File: config.mk
export PLATFORM = sky130hd
export DESIGN_NAME = synthesijer_op_result_queue64
export DESIGN_NICKNAME = d
export VERILOG_FILES = /design/src/rtl/synthesijer_op_result_queue64.sv
export SDC_FILE = /design/constraint.sdc
export NUM_CORES = 1
export LEC_CHECK = 0
export BUFFER_PORTS_ARGS = -buffer_cell sky130_fd_sc_hd__buf_2
export CAP_MARGIN = 20
export CELL_PAD_IN_SITES_DETAIL_PLACEMENT = 0
export CELL_PAD_IN_SITES_GLOBAL_PLACEMENT = 1
export CORE_ASPECT_RATIO = 0.6
export CORE_MARGIN = 5
export CORE_UTILIZATION = 42
export DETAILED_ROUTE_END_ITERATION = 10
export GPL_TIMING_DRIVEN = 0
export PLACE_DENSITY = 0.81
export SETUP_SLACK_MARGIN = 0.2
export SYNTH_ARGS = -nofsm -noshare
export SYNTH_HDL_FRONTEND = slang
export SYNTH_SLANG_ARGS = --single-unit
export TNS_END_PERCENT = 10
File: constraint.sdc
create_clock -name clk -period 5.65 [get_ports clk]
set_input_delay 0.565 -clock clk [delete_from_list [all_inputs] [get_ports clk]]
set_output_delay 0.565 -clock clk [all_outputs]
set_load 0.01 [all_outputs]
File: src/rtl/synthesijer_op_result_queue64.sv
// Result capture queue behind a 64-bit Synthesijer operator: issue tags track in-flight ops,
// results land in a FWFT FIFO. Define SYNTHESIJER_RESULT_QUEUE_STATS_EN to enable drop_count.
module synthesijer_op_result_queue64 #(
   parameter int LATENCY = 0,
   parameter int DEPTH   = 4
) (
   input  logic                   clk,
   input  logic                   reset,
   input  logic                   issue,
   input  logic [63:0]            op_result,
   input  logic                   op_valid,
   output logic                   issue_ok,
   output logic [63:0]            q_data,
   output logic                   q_valid,
   input  logic                   q_ready,
   output logic [$clog2(DEPTH):0] count,
   output logic                   overflow,
   output logic                   missed,
   output logic [15:0]            drop_count
);
   localparam int AW = $clog2(DEPTH);
   localparam int TW = (LATENCY > 0) ? LATENCY : 1;

   logic [AW-1:0] rd_q, rd_d, wr_q, wr_d;
   logic [AW:0]   count_q, count_d;
   logic [63:0]   last_q, last_d;
   logic          overflow_q, overflow_d;
   logic          missed_q, missed_d;
   logic [63:0]   mem_q [DEPTH];
   logic [5:0]    inflight, used;
   logic          issue_tag, issue_drp, cap_tag, cap_drp, push, pop;

   // Credit uses registered state only, so a same-cycle pop never grants an extra issue.
   always_comb begin
      used      = 6'(count_q) + inflight;
      issue_ok  = (used < 6'(DEPTH));
      issue_tag = issue & issue_ok;
      issue_drp = issue & ~issue_ok;
   end

   if (LATENCY == 0) begin : g_direct
      assign cap_tag  = issue_tag;
      assign cap_drp  = issue_drp;
      assign inflight = '0;
   end else begin : g_pipe
      logic [TW-1:0] tag_q, tag_d, drp_q, drp_d;

      always_comb begin
         tag_d    = tag_q << 1;
         tag_d[0] = issue_tag;
         drp_d    = drp_q << 1;
         drp_d[0] = issue_drp;
         inflight = '0;
         for (int i = 0; i < TW; i++) inflight = inflight + 6'(tag_q[i]);
      end

      always_ff @(posedge clk) begin
         if (reset) begin
            tag_q <= '0;
            drp_q <= '0;
         end else begin
            tag_q <= tag_d;
            drp_q <= drp_d;
         end
      end

      assign cap_tag = tag_q[TW-1];
      assign cap_drp = drp_q[TW-1];
   end

   assign q_valid  = (count_q != '0);
   assign q_data   = q_valid ? mem_q[rd_q] : last_q;
   assign count    = count_q;
   assign overflow = overflow_q;
   assign missed   = missed_q;

   always_comb begin
      push       = cap_tag & op_valid;
      pop        = q_valid & q_ready;
      rd_d       = rd_q + AW'(pop);
      wr_d       = wr_q + AW'(push);
      count_d    = count_q + (AW+1)'(push) - (AW+1)'(pop);
      last_d     = pop ? mem_q[rd_q] : last_q;
      overflow_d = overflow_q | issue_drp;
      missed_d   = missed_q | (cap_tag & ~op_valid);
   end

   always_ff @(posedge clk) begin
      if (reset) begin
         rd_q       <= '0;
         wr_q       <= '0;
         count_q    <= '0;
         last_q     <= '0;
         overflow_q <= 1'b0;
         missed_q   <= 1'b0;
      end else begin
         rd_q       <= rd_d;
         wr_q       <= wr_d;
         count_q    <= count_d;
         last_q     <= last_d;
         overflow_q <= overflow_d;
         missed_q   <= missed_d;
      end
   end

   // Storage is never reset; count_q alone decides which entries are live.
   always_ff @(posedge clk) begin
      if (push) mem_q[wr_q] <= op_result;
   end

`ifdef SYNTHESIJER_RESULT_QUEUE_STATS_EN
   logic        drop;
   logic [15:0] drops_q, drops_d;

   always_comb begin
      drop    = cap_drp | (cap_tag & ~op_valid);
      drops_d = (drop && (drops_q != 16'hFFFF)) ? drops_q + 16'd1 : drops_q;
   end

   always_ff @(posedge clk) begin
      if (reset) drops_q <= '0;
      else       drops_q <= drops_d;
   end

   assign drop_count = drops_q;
`else
   assign drop_count = 16'd0;
`endif

endmodule

==> reports/qor.tcl <==
set qor(post_cts_resized) 0
set qor(num-nets-final) 881
set qor(detailedRoute.firstPassIterationCount) 5
set qor(ys.warnings.count) 0
set qor(ys_async_sr_fraction_pct) 0
set qor(worstSkewPairLatency_ns) 0.56
set qor(dp.final_hpwl_mm) 16.7
set qor(leakagePower_nw) 5.43
set qor(timing.clock.skew_ns) 0.0196
set qor(yosys_register_bits) 329
set qor(synth-compound-area-share_pct) 5.42
set qor(postRouteAntennaNets) 0
set qor(synthAdderAreaFrac_pct) 0.357
set qor(clock_tree.htree_level_count) 1
set qor(cpPeakStageDelay_ns) 0.59
set qor(postSynth.topFlopCell) {edfxtp_1}
set qor(slew-limit-headroom_pct) 43.6
set qor(post_drt_via_cell_ratio) 5.04
set qor(die_h_um) 144
set qor(critPathCaptureType) {output pin}
set qor(detailroute.via_count) 6262
set qor(syn_area_per_cell_um2) 20.7
set qor(final_layout_size_suffix_gt1_share_pct) 53.1
set qor(clk_transition_reported_paths_ns) 0.07
set qor(outcome) {finished, final reports clean}
set qor(vdd.ir_drop.worst_uv) 263
set qor(path_common_cell) {buf_2}
set qor(critical_path_peak_fanout) 10
set qor(first_global_vias) 6548
set qor(largest_net_degree_at_the_start_of_global_routing) 43
set qor(cts_setup_buffers) 0
set qor(critPathRequiredTime_ns) 5.09
set qor(yosys.area_share.simple_pct) 0.684
set qor(worst_path_max_delay_cell) {buf_1}
set qor(post_dp_cell_area_um2) 14200
set qor(synth_area_um2) 12600
set qor(timing.max_cap.violations) 0
set qor(power_density_nw_per_um2) 463
set qor(area_of_the_die_um2) 33700
set qor(synth_sequential_area_ratio_pct) 72.5
set qor(ctsHoldBuffers) 0
set qor(worst-slew-pin-transition_ns) 0.846
set qor(cts_tree) {yes}
set qor(grt_antenna_before_repair) 8
set qor(largest_family_of_logic_cells_by_synthesized_area) {multiplexers}
set qor(tritoncts_num_sinks) 329
set qor(core-area_um2) 29800
set qor(period_needed_ns) 3.19
set qor(area_growth_syn_to_layout_pct) 20.1
set qor(crit_path_arrival_time_ns) 2.63
set qor(fmax_mhz) 313
set qor(most_frequent_standard_cell_in_the_layout_excluding_fill_and_tap_cells) {edfxtp_1}
set qor(power.total_w) 0.00702
set qor(finalWeightedCongestion) 0.709
set qor(critPathBufInv) 3
set qor(die_width_um) 234
set qor(rsz0062_at_grt) {false}
set qor(synth.mux.area_fraction_pct) 17.1
set qor(ctsLongestPathBuffers) 3
set qor(place.port_buffers) 139
set qor(wl_per_cell_um) 20.2
set qor(synth_xor_area_share_pct) 0.416
set qor(synth-edff-count) 256
set qor(holdCritPathClass) {in2reg}
set qor(final-setup-viol-count) 0
set qor(drt_first_iter_violations) 388
set qor(drt-total-wl_mm) 25.0
set qor(critical_path.cell_chain) {buf_2 > buf_1 > mux4_2 > mux2_2 > buf_2}
set qor(final.period_utilization_pct) 56.5
set qor(netlist-cell-type-count) 31
set qor(hold_violations) 0
set qor(finalInstanceArea_um2) 15200
set qor(commonest_cells_after_routing_fill_and_taps_aside) {edfxtp_1, buf_2, dfxtp_1}
set qor(std_cell_rows) 49
set qor(synthesis.instances) 609
set qor(startpoint_type) {flop}
set qor(starting_density_of_the_core_pct) 42.3
set qor(remaining_drc_errors) 0
set qor(cts_made_buffers) 30
set qor(io-pin-count) 156
set qor(clock_tree.root_cell) {clkbuf_16}
set qor(timing_max_transition_violations_final) 0
set qor(criticalPathCategory) {reg2out}
set qor(grt_use_total_pct) 14.8
set qor(grt_pass1_wl_mm) 38.4
set qor(grt_overflow_total) 0
set qor(cpLargestDelayFamily) {buffers and inverters}
[worst paths after layout]
| path | to | from | cells past startpoint | slack [ns] |
|---|---|---|---|---|
| max reg2reg | mem_q[2][25] | count[2] | 7 | 3.18 |
| min | mem_q[3][17] | op_result[17] | 1 | 0.22 |
| min reg2reg | missed | missed | 2 | 0.47 |
| max | q_data[36] | rd_q[1] | 5 | 2.46 |
[registers in the layout, summed over array words and instances (netlist names)]
| register | count |
|---|---|
| rd_q | 2 |
| last_q | 64 |
| overflow | 1 |
| wr_q | 2 |
| mem_q | 256 |
| count | 3 |
| missed | 1 |
[where the power goes]
| group | internal, W | total (W) | switching [W] |
|---|---|---|---|
| clock | 0.00117 | 0.00202 | 0.000854 |
| sequential | 0.00282 | 0.00291 | 0.0000929 |
| combinational | 0.00107 | 0.00209 | 0.00102 |
[worst register-to-register path, cell delays in order (launching register included)]
cell and delay (ns):
dfxtp_1 0.35, inv_1 0.14, nand3_1 0.20, nor3b_4 0.75, buf_16 0.23, buf_16 0.17
buf_16 0.18, buf_8 0.18
[area by class of cell]
type	instances	area (µm²)
sequential	329	9150
inverter	4	15.0
multi-input combinational	240	3120
timing repair buffer	153	940
fill	2467	14600
antenna	1	2.50
clock buffer	43	873
tap	408	510
clock inverter	13	121
buffer	51	420
[layer usage]
layer	up-vias	part of all wire, %	GRT usage [%]
met1	3168	45	21.1
met5	-	0.30	0
met2	162	47	23.8
met3	49	5.9	3.47
li1	2871	-	-
met4	12	2.1	3.03
[cells in the mapped netlist, types with 2 or more instances]
| cell type | n | share of area, % |
|---|---|---|
| xor2_1 | 2 | 0.14 |
| buf_4 | 18 | 1.1 |
| nor2b_1 | 2 | 0.099 |
| clkbuf_8 | 6 | 0.65 |
| ha_1 | 2 | 0.20 |
| nor2_1 | 9 | 0.27 |
| buf_1 | 3 | 0.089 |
| clkbuf_1 | 3 | 0.089 |
| mux4_2 | 64 | 11 |
| buf_6 | 12 | 1.1 |
| buf_2 | 9 | 0.36 |
| xnor2_1 | 4 | 0.28 |
| a22o_2 | 64 | 5.1 |
| edfxtp_1 | 256 | 61 |
| inv_1 | 4 | 0.12 |
| dfxtp_1 | 73 | 12 |
| mux2_2 | 64 | 5.7 |
[kinds of logic after synthesis]
kind of cell | count (synthesis)
other cells | 1
xor+xnor | 6
compound gates | 69
buf+inv | 55
simple gates | 18
flops | 329
mux | 128
fa+ha+maj | 3
[through the flow]
| step | hold WS (ns) | TNS (ns) | setup WS [ns] | utilization, % | instances |
|---|---|---|---|---|---|
| finish | 0.224 | 0 | 2.46 | 50.8 | 1242 |
| global route | 0.192 | 0 | 2.32 | 50.8 | 1242 |
| CTS | 0.185 | 0 | 2.39 | 50.8 | 1241 |
| detailed placement | 0.461 | 0 | 2.91 | 47.5 | 1185 |
| global placement | 0.449 | -290.74 | -3.67 | 46.6 | 1171 |
| floorplan | 0.450 | 0 | 0.0338 | - | 624 |
No activity file was read; power rests on OpenSTA's default activity.
